===== config.mk =====
export PLATFORM = sky130hd
export DESIGN_NAME = attex_bus_matrix
export DESIGN_NICKNAME = d
export VERILOG_FILES = /design/src/rtl/attex_bus_matrix.sv
export SDC_FILE = /design/constraint.sdc
export NUM_CORES = 1
export LEC_CHECK = 0
export CORE_MARGIN = 2
export CORE_UTILIZATION = 25
export CTS_CLUSTER_DIAMETER = 150
export CTS_CLUSTER_SIZE = 25
export DETAILED_ROUTE_END_ITERATION = 16
export PLACE_DENSITY_LB_ADDON = 0.05
export REMOVE_ABC_BUFFERS = 1
export SYNTH_ARGS = -nofsm -noshare
export SYNTH_HDL_FRONTEND = slang
export SYNTH_SLANG_ARGS = --single-unit

===== constraint.sdc =====
create_clock -name clk30 -period 3.1 [get_ports clk30]
set_input_delay 0.62 -clock clk30 [delete_from_list [all_inputs] [get_ports clk30]]
set_output_delay 0.62 -clock clk30 [all_outputs]
set_load 0.05 [all_outputs]

===== src/rtl/attex_bus_matrix.sv =====
`timescale 1ns/1ps
// attex_bus_matrix
// SCC68070 bus decoder/responder. Maps CPU byte addresses onto mask/base
// windows, routes each hit to one peripheral port, muxes read data and
// acknowledge back to the CPU, answers interrupt-acknowledge cycles and
// raises bus error on unmapped or timed-out cycles.
module attex_bus_matrix #(
    parameter int NUM_TARGETS = 5,
    parameter int NUM_REGIONS = 8,
    parameter logic [NUM_REGIONS*24-1:0] REGION_BASE = {
        24'h400000, 24'h200000, 24'h000000, 24'hE80000,
        24'hD00000, 24'h320000, 24'h300000, 24'h310000},
    parameter logic [NUM_REGIONS*24-1:0] REGION_MASK = {
        24'hC00000, 24'hF80000, 24'hE00000, 24'hF80000,
        24'hF00000, 24'hFF0000, 24'hFF0000, 24'hFF0000},
    parameter logic [NUM_REGIONS*8-1:0] REGION_TGT = {
        8'd4, 8'd4, 8'd4, 8'd3, 8'd3, 8'd2, 8'd1, 8'd0},
    parameter int TIMEOUT_CYCLES = 1024,
    localparam int TSW = (NUM_TARGETS > 1) ? $clog2(NUM_TARGETS) : 1
) (
    input  logic                      clk30,
    input  logic                      reset,
    input  logic [23:1]               cpu_addr,
    input  logic                      cpu_as,
    input  logic                      cpu_uds,
    input  logic                      cpu_lds,
    input  logic                      cpu_write_strobe,
    output logic [15:0]               cpu_din,
    output logic                      cpu_bus_ack,
    output logic                      cpu_bus_err,
    input  logic                      iack_valid,
    input  logic [TSW-1:0]            iack_tgt,
    output logic [NUM_TARGETS-1:0]    tgt_cs,
    output logic [NUM_TARGETS-1:0]    tgt_sel_pulse,
    input  logic [NUM_TARGETS*16-1:0] tgt_dout,
    input  logic [NUM_TARGETS-1:0]    tgt_ack,
    output logic [7:0]                err_count
);

    localparam int TW = (TIMEOUT_CYCLES > 2) ? $clog2(TIMEOUT_CYCLES) : 1;

    typedef enum logic [1:0] {
        ST_IDLE   = 2'd0,
        ST_ACTIVE = 2'd1,
        ST_ERROR  = 2'd2,
        ST_DRAIN  = 2'd3
    } state_t;

    state_t                 state_q, state_d;
    logic [TW-1:0]          timer_q, timer_d;
    logic [7:0]             err_count_q, err_count_d;
    logic [NUM_TARGETS-1:0] tgt_cs_q, tgt_cs_d;

    logic [23:0]            byte_addr;
    logic                   region_hit;
    logic [7:0]             region_tgt;
    logic [NUM_TARGETS-1:0] sel_onehot;
    logic                   hit_any;
    logic [15:0]            dec_din;
    logic                   dec_ack;
    logic [15:0]            iack_din;
    logic                   lanes;
    logic [31:0]            timer_inc;
    logic                   unused_inputs;

    // Direction of the cycle does not change how it is decoded or completed.
    assign unused_inputs = cpu_write_strobe;
    assign byte_addr     = {cpu_addr, 1'b0};
    assign lanes         = cpu_uds | cpu_lds;
    assign timer_inc     = 32'(timer_q) + 32'd1;

    // Window decode: scan from the highest index down so the lowest hit wins.
    always_comb begin
        region_hit = 1'b0;
        region_tgt = 8'd0;
        for (int r = NUM_REGIONS - 1; r >= 0; r--) begin
            if ((byte_addr & REGION_MASK[r*24 +: 24]) == REGION_BASE[r*24 +: 24]) begin
                region_hit = 1'b1;
                region_tgt = REGION_TGT[r*8 +: 8];
            end
        end
    end

    // Turn the selected target into a one-hot vector and pick its data/ack;
    // a window pointing at a nonexistent port behaves as unmapped.
    always_comb begin
        sel_onehot = '0;
        dec_din    = 16'h0000;
        dec_ack    = 1'b0;
        iack_din   = 16'h0000;
        for (int t = 0; t < NUM_TARGETS; t++) begin
            if (region_hit && (region_tgt == 8'(t))) begin
                sel_onehot[t] = 1'b1;
                dec_din       = tgt_dout[t*16 +: 16];
                dec_ack       = tgt_ack[t];
            end
            if (iack_tgt == TSW'(t)) begin
                iack_din = tgt_dout[t*16 +: 16];
            end
        end
    end

    assign hit_any = |sel_onehot;

    // CPU-facing responses; IACK overrides normal decode, and an idle bus never stalls.
    always_comb begin
        tgt_cs      = '0;
        cpu_din     = 16'h0000;
        cpu_bus_ack = 1'b0;
        if (cpu_as && !iack_valid && (state_q != ST_ERROR)) begin
            tgt_cs = sel_onehot;
        end
        if (iack_valid) begin
            cpu_din = iack_din;
        end else if (cpu_as) begin
            cpu_din = dec_din;
        end
        if (iack_valid) begin
            cpu_bus_ack = 1'b1;
        end else if (state_q == ST_ERROR) begin
            cpu_bus_ack = 1'b0;
        end else if (!cpu_as || !lanes) begin
            cpu_bus_ack = 1'b1;
        end else if ((state_q == ST_ACTIVE) || (state_q == ST_DRAIN)) begin
            cpu_bus_ack = dec_ack;
        end
    end

    assign tgt_sel_pulse = tgt_cs & ~tgt_cs_q;
    assign tgt_cs_d      = tgt_cs;
    assign cpu_bus_err   = (state_q == ST_ERROR);
    assign err_count     = err_count_q;

    // Cycle tracking: start, wait for ack or timeout, then hold until as drops.
    always_comb begin
        state_d     = state_q;
        timer_d     = timer_q;
        err_count_d = err_count_q;
        case (state_q)
            ST_IDLE: begin
                if (cpu_as && lanes && !iack_valid) begin
                    if (hit_any) begin
                        state_d = ST_ACTIVE;
                        timer_d = '0;
                    end else begin
                        state_d = ST_ERROR;
                    end
                end
            end
            ST_ACTIVE: begin
                if (!cpu_as) begin
                    state_d = ST_IDLE;
                end else if (dec_ack) begin
                    state_d = ST_DRAIN;
                end else if ((TIMEOUT_CYCLES != 0) &&
                             (timer_inc >= 32'(TIMEOUT_CYCLES - 1))) begin
                    state_d = ST_ERROR;
                end else begin
                    timer_d = timer_q + 1'b1;
                end
            end
            ST_ERROR: begin
                if (!cpu_as) begin
                    state_d = ST_IDLE;
                end
            end
            ST_DRAIN: begin
                if (!cpu_as) begin
                    state_d = ST_IDLE;
                end
            end
            default: state_d = ST_IDLE;
        endcase
        if ((state_d == ST_ERROR) && (state_q != ST_ERROR) && (err_count_q != 8'hFF)) begin
            err_count_d = err_count_q + 8'd1;
        end
    end

    // State registers with synchronous reset; reset abandons any open cycle.
    always_ff @(posedge clk30) begin
        if (reset) begin
            state_q     <= ST_IDLE;
            timer_q     <= '0;
            err_count_q <= 8'h00;
            tgt_cs_q    <= '0;
        end else begin
            state_q     <= state_d;
            timer_q     <= timer_d;
            err_count_q <= err_count_d;
            tgt_cs_q    <= tgt_cs_d;
        end
    end

endmodule


**Word level (Yosys, flattened, before mapping)**

Cells that the tools add are included.
Widths: inputs -> output; s select.

- Add/sub/neg operators: 3
- $lt $le $gt $ge: 1
- Equality and inequality tests: 26
- Muxes and demuxes: 56
- Bitwise logic cells: 3
- Reduce and logical (&&, ||, !) cells: 24

Operator list:

| cell | count |
|---|---|
| $mux 16 | 12 |
| $mux 10 | 5 |
| $eq 8x6->1 const B | 3 |
| $logic_not 24->1 | 1 |
| $mux 8 | 3 |
| $mux 1 | 22 |
| $pmux 10 s2 | 1 |
| $eq 8x2->1 const B | 2 |
| $mux 3 | 5 |
| $mux 2 | 6 |
| $ne 2x2->1 const B | 6 |
| $add 10x1->11 const B | 1 |
| $ge 11x10->1 const B | 1 |
| $logic_and 1x1->1 | 11 |
| $add 10x1->10 const B | 1 |
| $add 8x1->8 const B | 1 |
| $eq 8x1->1 const B | 1 |
| $eq 8x3->1 const B | 1 |
| $logic_not 8->1 | 1 |
| $ne 8x8->1 const B | 1 |
| $eq 2x2->1 const B | 3 |
| $eq 3x2->1 const B | 2 |
| $pmux 2 s3 | 1 |
| $reduce_and 6->1 | 1 |
| other kinds (17) | 21 |

- Register bits after elaboration: 25
- Input port bits: 118
- Output and inout port bits: 36
- Logic and storage cells: 117

**Depth between registers and ports, before layout**

Gate-level depths: netlist (run 1).

- Word-level depth: 22
- Mapped depth: 9
- Gate-level depth less buffers: 8

**Worst setup path after synthesis (run 1)**

OpenSTA, ideal clock, no wires.

- Path type: input to output
- Start point: in cpu_addr[20] in the netlist's numbering
- End point: out cpu_din[12]
- Arrival: 2.756 ns
- Required time: 2.480 ns
- Slack: -0.276 ns
- Stages on the path: 6
- Cell sequence: nor3_1 or3_1 clkbuf_1 clkbuf_1 a222oi_1 o21ai_0

- Longest elaborated chain between the ends: 17
- Elaborated cells between the ends (all ways): 37
- Those cells by class: eq/ne: 10; mux: 21; reduce/logical: 6

Ends and longest elaborated chain:

| element | RTL line | text |
|---|---|---|
| from (decl) | 23 | `input logic [23:1] cpu_addr,` |
| $eq 5x3->1 | 77 | `if ((byte_addr & REGION_MASK[r*24 +: 24]) == REGION_BASE[r*24 +: 24]) begin` |
| $mux 3 (4 in series) | 77 |  |
| $mux 8 (3 in series) | 77 |  |
| $logic_not 8->1 | 92 | `if (region_hit && (region_tgt == 8'(t))) begin` |
| $logic_and 1x1->1 | 92 |  |
| $mux 16 (4 in series) | 92 |  |
| $mux 16 * | 92 |  |
| $mux 16 * | 115 | `end else if (cpu_as) begin` |
| $mux 16 * | 113 | `if (iack_valid) begin` |
| to (decl) | 28 | `output logic [15:0] cpu_din,` |

Mark *: on every way between the ends. The rest lies on a longest branch, timed or not.

**Worst setup path after layout (run 1)**

- Start point: in iack_tgt[0]
- End point: out cpu_din[13]

- Longest elaborated chain between the ends: 7
- Elaborated cells between the ends (all ways): 11
- Those cells by class: eq/ne: 4; mux: 6; reduce/logical: 1

Ends and longest elaborated chain:

| element | RTL line | text |
|---|---|---|
| from (decl) | 32 | `input logic [TSW-1:0] iack_tgt,` |
| $logic_not 3->1 | 97 | `if (iack_tgt == TSW'(t)) begin` |
| $mux 16 (4 in series) | 97 |  |
| $mux 16 * | 97 |  |
| $mux 16 * | 113 |  |

Marked as above.

==> flow_summary.ini, run 1 <==
[status]
run_status = finished, final reports clean

[sta]
timing.setup.tns_ns = 0
fin_worst_skew_ns = 0.00358
layout_min_cycle_time_ns = 2.99
worst_slew_pin_slew_ns = 0.544
post-route-period-util_pct = 96.4
slew_headroom_pct = 63.6
setup_viol = 0
fin_max_slew_vios = 0
max_freq_mhz = 335
hold_viol_final = 0

[setup_path]
crit_path_frequent_cell = sky130_fd_sc_hd__buf_12
cp_num_buf_inv = 4
startpoint_type = input pin
path_cells = clkdlybuf4s50_1, buf_12, buf_4, mux2i_1, nor2_1, a21oi_1, o22ai_1, nand2_1, o21ai_0, buf_12
critical_path.max_fanout = 23
critical_path.max_stage_delay_ns = 0.51
critPathArrivalTime_ns = 2.37
slowest_stage = sky130_fd_sc_hd__clkdlybuf4s50_1
timing.critical_path.to_type = primary output
data_required_time_at_the_worst_endpoint_ns = 2.48
critPathKind = in -> out
critical_path.top_delay_family = buffers and inverters

[routing]
detail_route.wirelength_um = 13800
drt_iter0_drc = 339
via_per_instance_ratio = 5.44
first_pass_iters = 5
detail_route.drc_violations = 0
route.detailed.wl_per_inst_um = 18.5
via_count = 4034
final_antenna_net_count = 0

[finish]
layout.cell_area.non_filler_um2 = 5150
layout_commonest_cell = sky130_fd_sc_hd__clkdlybuf4s50_1
synthToLayoutAreaGrowth_pct = 67.2
most-common-layout-cells = 104 x sky130_fd_sc_hd__clkdlybuf4s50_1, 57 x sky130_fd_sc_hd__nor2_1, 46 x sky130_fd_sc_hd__nand2_1, 46 x sky130_fd_sc_hd__buf_4, 37 x sky130_fd_sc_hd__o21ai_0
final-instance-count-excl-fill = 742
drive_above_1_share_pct = 16.0
design.final.nets = 716

[clock_network]
htree_levels = 1
cts_tree = built
largest_buffer_count_on_any_clock_path = 2
cts_num_sinks = 25
postCtsSetupBuffers = 0
clock_latency_at_the_later_pin_of_the_worst_skew_pair_ns = 0.26
cts_made_buffers = 3
cts.reportedPaths.clkPinSlew_ns = 0.07
cts.hold.buffers_added = 0
cts-root-buf = sky130_fd_sc_hd__clkbuf_16

[flow_run]
maxCapViolCount = 0

[grt]
grt_pass1_wl_um = 20900
antenna_violations_before_repair = 1
global_route.usage.met2_pct = 34.1
largest_net_degree_at_the_start_of_global_routing = 28
global_routing_usage_summed_across_all_routing_layers_pct = 19.9
gr-max-usage-layer = met2
grt_remaining_overflow = 0
vias_in_the_first_global_route = 3824
use_met1_pct = 26.6
grt_use_met3_pct = 3.00

[synthesis]
synth_top_cells_by_area = sky130_fd_sc_hd__dfxtp_1 16%, sky130_fd_sc_hd__o21ai_0 7.3%, sky130_fd_sc_hd__mux2i_1 7.1%
ys_ff_latch = 25
synthDistinctLibCells = 61
synth-seq-area-share_pct = 16.2
synth.yosys.warnings = 0
ys.flop_type = sky130_fd_sc_hd__dfxtp_1
postSynthCellCount = 445
synth_largest_type_area_fraction_pct = 16.2
synth_area_per_cell_um2 = 6.92
mappedNetlistArea_um2 = 3080
asyncSetResetFlopFracSynth_pct = 0
synth_edf_count = 0
yosysTopAreaCell = sky130_fd_sc_hd__dfxtp_1

[placed_design]
dp.final_hpwl_um = 10300
gp_routability_congestion = 0.808
numPortBuffers = 137
dpl_cell_area_um2 = 5060
place_inst = 737

[floorplanning]
fp.dieW_um = 115
die_boundary_height_um = 115
placementRows = 40
start_util_pct = 25.6
num_io_pins = 154
die-area_um2 = 13200
placeableCoreArea_um2 = 12000

[power]
irDropWorstVdd_v = 0.000153
power_per_cell_area_nw_per_um2 = 238
cellLeakagePower_nw = 2.07

[min_path]
timing.hold.worst.class = reg -> reg
[flip-flops by register name, summed over array words and instances (netlist names)]
register	flops
err_count	8
state_q	2
tgt_cs_q	5
timer_q	10
[path summary, 6_finish.rpt]
kind / slack [ns] / startpoint / to / cells after the start
max: 0.11 / iack_tgt[0] / cpu_din[13] / 10
min: 0.51 / timer_q[9] / timer_q[9] / 2
max reg2reg: 0.56 / timer_q[0] / err_count[7] / 8
min reg2reg: 0.51 / timer_q[9] / timer_q[9] / 2
[kinds of logic (layout without fill, tap and decap cells)]
| logic type | Yosys count | after routing | share of synthesized area (%) |
|---|---|---|---|
| simple gates | 177 | 177 | 28.5 |
| fa+ha+maj | 3 | 3 | 1.22 |
| xor+xnor | 2 | 2 | 0.569 |
| mux | 30 | 30 | 11.5 |
| flops | 25 | 25 | 16.2 |
| buf+inv | 52 | 201 | 6.74 |
| other cells | 0 | 1 | 0 |
| compound gates | 156 | 156 | 35.2 |
[Yosys cell counts (8+ instances only)]
cell                        instances
sky130_fd_sc_hd__o22ai_1           13
sky130_fd_sc_hd__clkbuf_1          29
sky130_fd_sc_hd__a222oi_1           9
sky130_fd_sc_hd__nor2b_1           15
sky130_fd_sc_hd__a21oi_1           23
sky130_fd_sc_hd__a2bb2oi_1          8
sky130_fd_sc_hd__mux2i_1           22
sky130_fd_sc_hd__dfxtp_1           25
sky130_fd_sc_hd__nand3_1           13
sky130_fd_sc_hd__nand2_1           46
sky130_fd_sc_hd__inv_1             16
sky130_fd_sc_hd__nor2_1            58
sky130_fd_sc_hd__a22oi_1           20
sky130_fd_sc_hd__o21ai_0           45
[worst register-to-register path, delay by kind of cell, from the launching register on]
kind | cells | cell delay (ns)
AND/OR/NAND/NOR | 1 | 0.24
AO/OA/AOI/OAI | 4 | 0.98
adder cells (fa/ha/maj) | 1 | 0.30
buffers and inverters | 1 | 0.21
flip-flops | 1 | 0.36
multiplexers | 1 | 0.34
[layout make-up]
type / instances / area, µm²
fillers: 1257 / 6860
multi-input cells: 368 / 2380
repair buffers: 181 / 1940
flip-flops and latches: 25 / 500
well taps: 147 / 184
clock buffers: 4 / 78.8
inverters: 16 / 60.1
diodes: 1 / 2.50
[metrics by stage]
step	setup slack [ns]	hold WS, ns	utilization (%)	total power, mW
after CTS	0.00679	0.520	42.8	1.23
after detailed placement	-0.115	0.508	42.2	0.929
after global routing	-0.000158	0.541	42.9	1.29
final	0.111	0.515	42.9	1.22
after floorplan	-0.130	0.479	-	0.572
after global placement	-0.110	0.506	42.2	0.926
[per-layer routing]
metal,part of all wire (%),vias to the layer above
met1,44,1871
met3,8.3,14
met2,46,178
met5,0,-
met4,1.2,0
li1,-,1971
[power breakdown]
group	internal, mW	total (mW)	switching (mW)	leakage (nW)
Combinational	0.297	0.597	0.300	1.83
Sequential	0.323	0.327	0.00370	0.202
Clock	0.176	0.301	0.124	0.0382
Total	0.797	1.22	0.428	2.07
[timing repair]
action / 4_1_cts / 5_1_grt
pin swaps: 2 / 2
setup endpoints to repair: 15 / 16
resized for setup: 11 / 7
Note: power is estimated with default switching activity, not from simulation.
==> run 2: changes to the inputs <==
CORE_UTILIZATION = 35   (was 25)
==> run 2 against run 1 <==
Die area decreased by 28%. Critical path type unchanged. Total power decreased by 7.3%. Global-route usage increased by 5.7 points. Critical endpoint unchanged.
==> flow_summary.ini, run 2 (synthesis gave the netlist of run 1 again) <==
[sta]
slew_headroom_pct = 64.2
rsz_0062_raised_after_global_routing = no
hold_viol_final = 0
setup_viol = 0
fin_worst_skew_ns = 0.00387
timing.hold.ws_ns = 0.534
max_freq_mhz = 337
fin_max_slew_vios = 0
timing.setup.tns_ns = 0
post-route-period-util_pct = 95.8
worst_slew_pin_slew_ns = 0.535
layout_min_cycle_time_ns = 2.97

[setup_path]
r2r-end = err_count[7]
startpoint_type = input pin
reg2reg_slack_ns = 0.50
timing.critical_path.to_type = primary output
critical_path.max_fanout = 21
data_required_time_at_the_worst_endpoint_ns = 2.48
reg2reg_from = timer_q[0]
critPathArrivalTime_ns = 2.35
r2r.worst_path.cells = 8
critPathKind = in -> out

[routing]
via_count = 4215
via_per_instance_ratio = 5.85
drt_iter0_drc = 258
route.detailed.wl_per_inst_um = 17.9
final_antenna_net_count = 0
detail_route.drc_violations = 0
first_pass_iters = 6
detail_route.wirelength_um = 12900

[finish]
register_with_the_highest_flop_count = timer_q
flip_flop_count_of_the_largest_register_all_copies_and_words_added = 10
final-seq-area_um2 = 500
multiInputGateArea_um2 = 2380
drive_above_1_share_pct = 18.3
layout.cell_area.non_filler_um2 = 5220
layout_commonest_cell = sky130_fd_sc_hd__clkdlybuf4s50_1
design.final.nets = 734
synthToLayoutAreaGrowth_pct = 69.3
fillCellCount = 802
most-common-layout-cells = 103 x sky130_fd_sc_hd__clkdlybuf4s50_1, 61 x sky130_fd_sc_hd__buf_4, 58 x sky130_fd_sc_hd__nor2_1

[clock_network]
clock_latency_at_the_later_pin_of_the_worst_skew_pair_ns = 0.27
cts.hold.buffers_added = 0
largest_buffer_count_on_any_clock_path = 2
htree_levels = 1
cts_num_sinks = 25
cts_tree = built
cts.reportedPaths.clkPinSlew_ns = 0.09
cts-root-buf = sky130_fd_sc_hd__clkbuf_8
cts_made_buffers = 3

[min_path]
timing.hold.worst.class = reg -> reg
holdPathEnd = timer_q[8]
hold_start = timer_q[8]
holdPathStages = 2

[floorplanning]
die_boundary_height_um = 97.8
start_util_pct = 35.7
die-area_um2 = 9570
placementRows = 34
fp.dieW_um = 97.8
num_io_pins = 154
placeableCoreArea_um2 = 8640

[flow_run]
maxCapViolCount = 0

[placed_design]
dp.final_hpwl_um = 9630
dpl_cell_area_um2 = 5090
gp_routability_congestion = 0.854
numPortBuffers = 137

[grt]
vias_in_the_first_global_route = 4067
largest_net_degree_at_the_start_of_global_routing = 22
grt_remaining_overflow = 0
grt_pass1_wl_um = 20600
global_routing_usage_summed_across_all_routing_layers_pct = 25.6
antenna_violations_before_repair = 0

[power]
design_power_total_mw = 1.14
power_per_cell_area_nw_per_um2 = 218
irDropWorstVdd_v = 0.000320
cellLeakagePower_nw = 2.16

[status]
run_status = finished, final reports clean
==> run 2: cell count changes in the layout (fill, tap and decap cells not counted), sizes merged <==
cell and delta:
buf +17, dlymetal6s2s +2, clkbuf +1, clkdlybuf4s50 -1
dlygate4sd2 -1
==> run 2: critical path, cell delays in order <==
cell and delay [ns]:
sky130_fd_sc_hd__clkdlybuf4s50_1 0.51, sky130_fd_sc_hd__buf_12 0.20, sky130_fd_sc_hd__buf_4 0.17, sky130_fd_sc_hd__mux2i_1 0.18, sky130_fd_sc_hd__nor2_1 0.06, sky130_fd_sc_hd__a21oi_1 0.11, sky130_fd_sc_hd__o22ai_1 0.09, sky130_fd_sc_hd__nand2_1 0.07
sky130_fd_sc_hd__o21ai_0 0.14, sky130_fd_sc_hd__buf_12 0.19
==> run 2: through the flow <==
stage	utilization, %	worst slack (ns)	instances
CTS	59.5	0.00220	716
global route	60.4	0.00501	720
global placement	59.0	-0.101	712
finish	60.4	0.130	721
detailed placement	59.0	-0.0988	712
floorplan	-	-0.130	409
==> run 2: worst max-delay path by stage <==
stage | startpoint | endpoint
final | iack_tgt[0] | cpu_din[13]
after global routing | iack_tgt[0] | cpu_din[13]
after CTS | cpu_addr[19] | cpu_din[11]
after detailed placement | cpu_addr[20] | cpu_din[9]
after global placement | cpu_addr[20] | cpu_din[9]
after floorplan | cpu_addr[21] | cpu_din[15]
==> run 2: cell type report <==
class / instances / share of cell area [%]
Antenna cell: 1 / 0.0480
Clock buffer: 4 / 0.864
Inverter: 16 / 1.15
Multi-Input combinational cell: 368 / 45.7
Sequential cell: 25 / 9.60
Tap cell: 108 / 2.59
Timing Repair Buffer: 199 / 40.1
==> run 2: repair_timing <==
item	in CTS	in global routing
gates cloned	0	2
endpoints found under the setup margin	16	15
gates resized for setup	7	13
pin swaps	0	3
setup buffers	0	2
==> run 2: layer usage <==
metal / vias to the layer above / track usage, % / wire length [µm]
li1: 2013 / - / -
met2: 195 / 47.0 / 6380
met5: - / 0 / 0
met4: 0 / 4.81 / 95
met1: 1994 / 32.2 / 5450
met3: 13 / 3.36 / 998
==> run 2: power breakdown <==
group          switching, mW  total (mW)  internal [mW]
Clock                  0.105       0.198         0.0921
Combinational          0.300       0.611          0.311
Sequential           0.00361       0.327          0.323
==> run 3: changes to the inputs <==
--- a/config.mk
+++ b/config.mk
@@ -8,3 +8,3 @@
 export CORE_MARGIN = 2
-export CORE_UTILIZATION = 35
+export CORE_UTILIZATION = 40
 export CTS_CLUSTER_DIAMETER = 150
==> constraint.sdc (replaced) <==
create_clock -name clk30 -period 3.51 [get_ports clk30]
set_input_delay 0.702 -clock clk30 [delete_from_list [all_inputs] [get_ports clk30]]
set_output_delay 0.702 -clock clk30 [all_outputs]
set_load 0.005 [all_outputs]
==> run 3 against run 2 <==
Sequential share of layout area up 0.55 points. Hold slack worse by 0.015 ns. Wire length down 9.0%. Sequential power down 12%. Die area down 12%. First-iteration DRC count up 2.7%.
==> flow_summary.ini, run 3 (synthesis gave the netlist of run 1 again) <==
[status]
run_status = finished, final reports clean

[finish]
n_antenna_cell = 0
synthToLayoutAreaGrowth_pct = 60.1
most-common-layout-cells = 129 x sky130_fd_sc_hd__clkdlybuf4s50_1, 57 x sky130_fd_sc_hd__nor2_1, 46 x sky130_fd_sc_hd__nand2_1
register_with_the_highest_flop_count = timer_q
flip_flop_count_of_the_largest_register_all_copies_and_words_added = 10
drive_above_1_share_pct = 12.5
layout_commonest_cell = sky130_fd_sc_hd__clkdlybuf4s50_1
design.final.nets = 716
final-instance-count-excl-fill = 693

[floorplanning]
die_boundary_height_um = 91.8
fp.dieW_um = 91.8
placementRows = 31
placeableCoreArea_um2 = 7370
die-area_um2 = 8420
num_io_pins = 154
start_util_pct = 41.8

[setup_path]
r2r.worst_path.cells = 7
critical_path.max_fanout = 3
startpoint_type = input pin
timing.critical_path.to_type = primary output
critPathKind = in -> out
data_required_time_at_the_worst_endpoint_ns = 2.81
reg2reg_from = timer_q[0]
reg2reg_slack_ns = 0.70
critPathArrivalTime_ns = 2.70
r2r-end = err_count[2]

[sta]
fin_worst_skew_ns = 0.00198
slew_headroom_pct = 55.6
post-route-period-util_pct = 96.8
slack_of_the_critical_path_ns = 0.112
hold_viol_final = 0
fin_max_slew_vios = 0
setup_viol = 0
rsz_0062_raised_after_global_routing = no
layout_min_cycle_time_ns = 3.40
worst_slew_pin_slew_ns = 0.665
max_freq_mhz = 294

[routing]
final_antenna_net_count = 0
route.detailed.wl_per_inst_um = 17.0
via_per_instance_ratio = 5.95
detail_route.wirelength_um = 11800
met3_wirelength_um = 924
drt_iter0_drc = 265
route.top_layer_used = met4
metal_1_wl_um = 5150
first_pass_iters = 6
detailroute.wirelength.met2_um = 5490
via_count = 4120
detail_route.drc_violations = 0

[clock_network]
htree_levels = 1
cts-root-buf = sky130_fd_sc_hd__clkbuf_8
cts_tree = built
cts_num_sinks = 25
postCtsSetupBuffers = 0
cts.reportedPaths.clkPinSlew_ns = 0.09
clock_latency_at_the_later_pin_of_the_worst_skew_pair_ns = 0.27
cts_made_buffers = 3
largest_buffer_count_on_any_clock_path = 2

[placed_design]
post-place-ws_ns = -0.0759
dp.final_hpwl_um = 8730
place_inst = 688
gp_routability_congestion = 0.882
numPortBuffers = 137

[power]
cellLeakagePower_nw = 2.00
irDropWorstVdd_v = 0.000188
power_per_cell_area_nw_per_um2 = 181
design_power_total_mw = 0.893

[grt]
largest_net_degree_at_the_start_of_global_routing = 18
vias_in_the_first_global_route = 3993
grt_pass1_wl_um = 19200
global_routing_usage_summed_across_all_routing_layers_pct = 27.1
antenna_violations_before_repair = 0
grt_remaining_overflow = 0

[min_path]
holdPathStages = 2
timing.hold.worst.class = reg -> reg
holdPathEnd = timer_q[9]
hold_start = timer_q[9]

[flow_run]
maxCapViolCount = 0
[run 3: final cells by class]
type	instances	area, µm²
fillers	649	2440
flip-flops and latches	25	500
well taps	99	124
repair buffers	181	1790
multi-input cells	368	2410
inverters	16	60.1
clock buffers	4	45.0
[run 3: repair_timing]
action,4_1_cts,5_1_grt
endpoints found under the setup margin,3,18
pin swaps,0,3
gates resized for setup,3,24
cloned,0,1
hold buffers,0,0
[run 3: worst max path at each step]
stage,startpoint,endpoint,slack (ns),cells past startpoint
3_3_place_gp,cpu_addr[16],err_count[2],-0.0008,9
3_5_place_dp,cpu_addr[16],err_count[2],-0.08,9
4_1_cts,cpu_addr[17],cpu_bus_ack,0.02,6
6_report,cpu_as,tgt_sel_pulse[1],0.11,6
5_1_grt,iack_tgt[0],cpu_din[12],0.005,10
2_1_floorplan,cpu_addr[22],timer_q[4],0.80,6
[run 3: report_power, final]
| part | total (mW) | switching (mW) | internal [mW] |
|---|---|---|---|
| Sequential | 0.289 | 0.00330 | 0.286 |
| Combinational | 0.430 | 0.185 | 0.245 |
| Clock | 0.174 | 0.0925 | 0.0813 |
| Total | 0.893 | 0.281 | 0.612 |
[run 3: layer usage]
metal  up-vias  global-route usage, %
li1       1980                      -
met1      1930                   36.8
met2       190                   45.8
met3        20                   3.45
met4         0                   6.22
met5         -                      0
[run 3: worst max-delay path: stages]
cell                              delay [ns]
sky130_fd_sc_hd__clkdlybuf4s50_1        0.57
sky130_fd_sc_hd__nand2b_4               0.07
sky130_fd_sc_hd__nand2b_1               0.16
sky130_fd_sc_hd__or4_1                  0.56
sky130_fd_sc_hd__nor2_1                 0.12
sky130_fd_sc_hd__clkdlybuf4s50_1        0.51
[run 3: stage by stage]
stage          cell area [µm²]  utilization (%)    TNS, ns  hold WS [ns]
3_3_place_gp              4800             65.1  -0.000829         0.501
2_1_floorplan             2930                -          0         0.479
4_1_cts                   4850             65.8          0         0.517
3_5_place_dp              4800             65.1     -0.130         0.503
5_1_grt                   4930             66.9          0         0.578
6_report                  4930             66.9          0         0.519
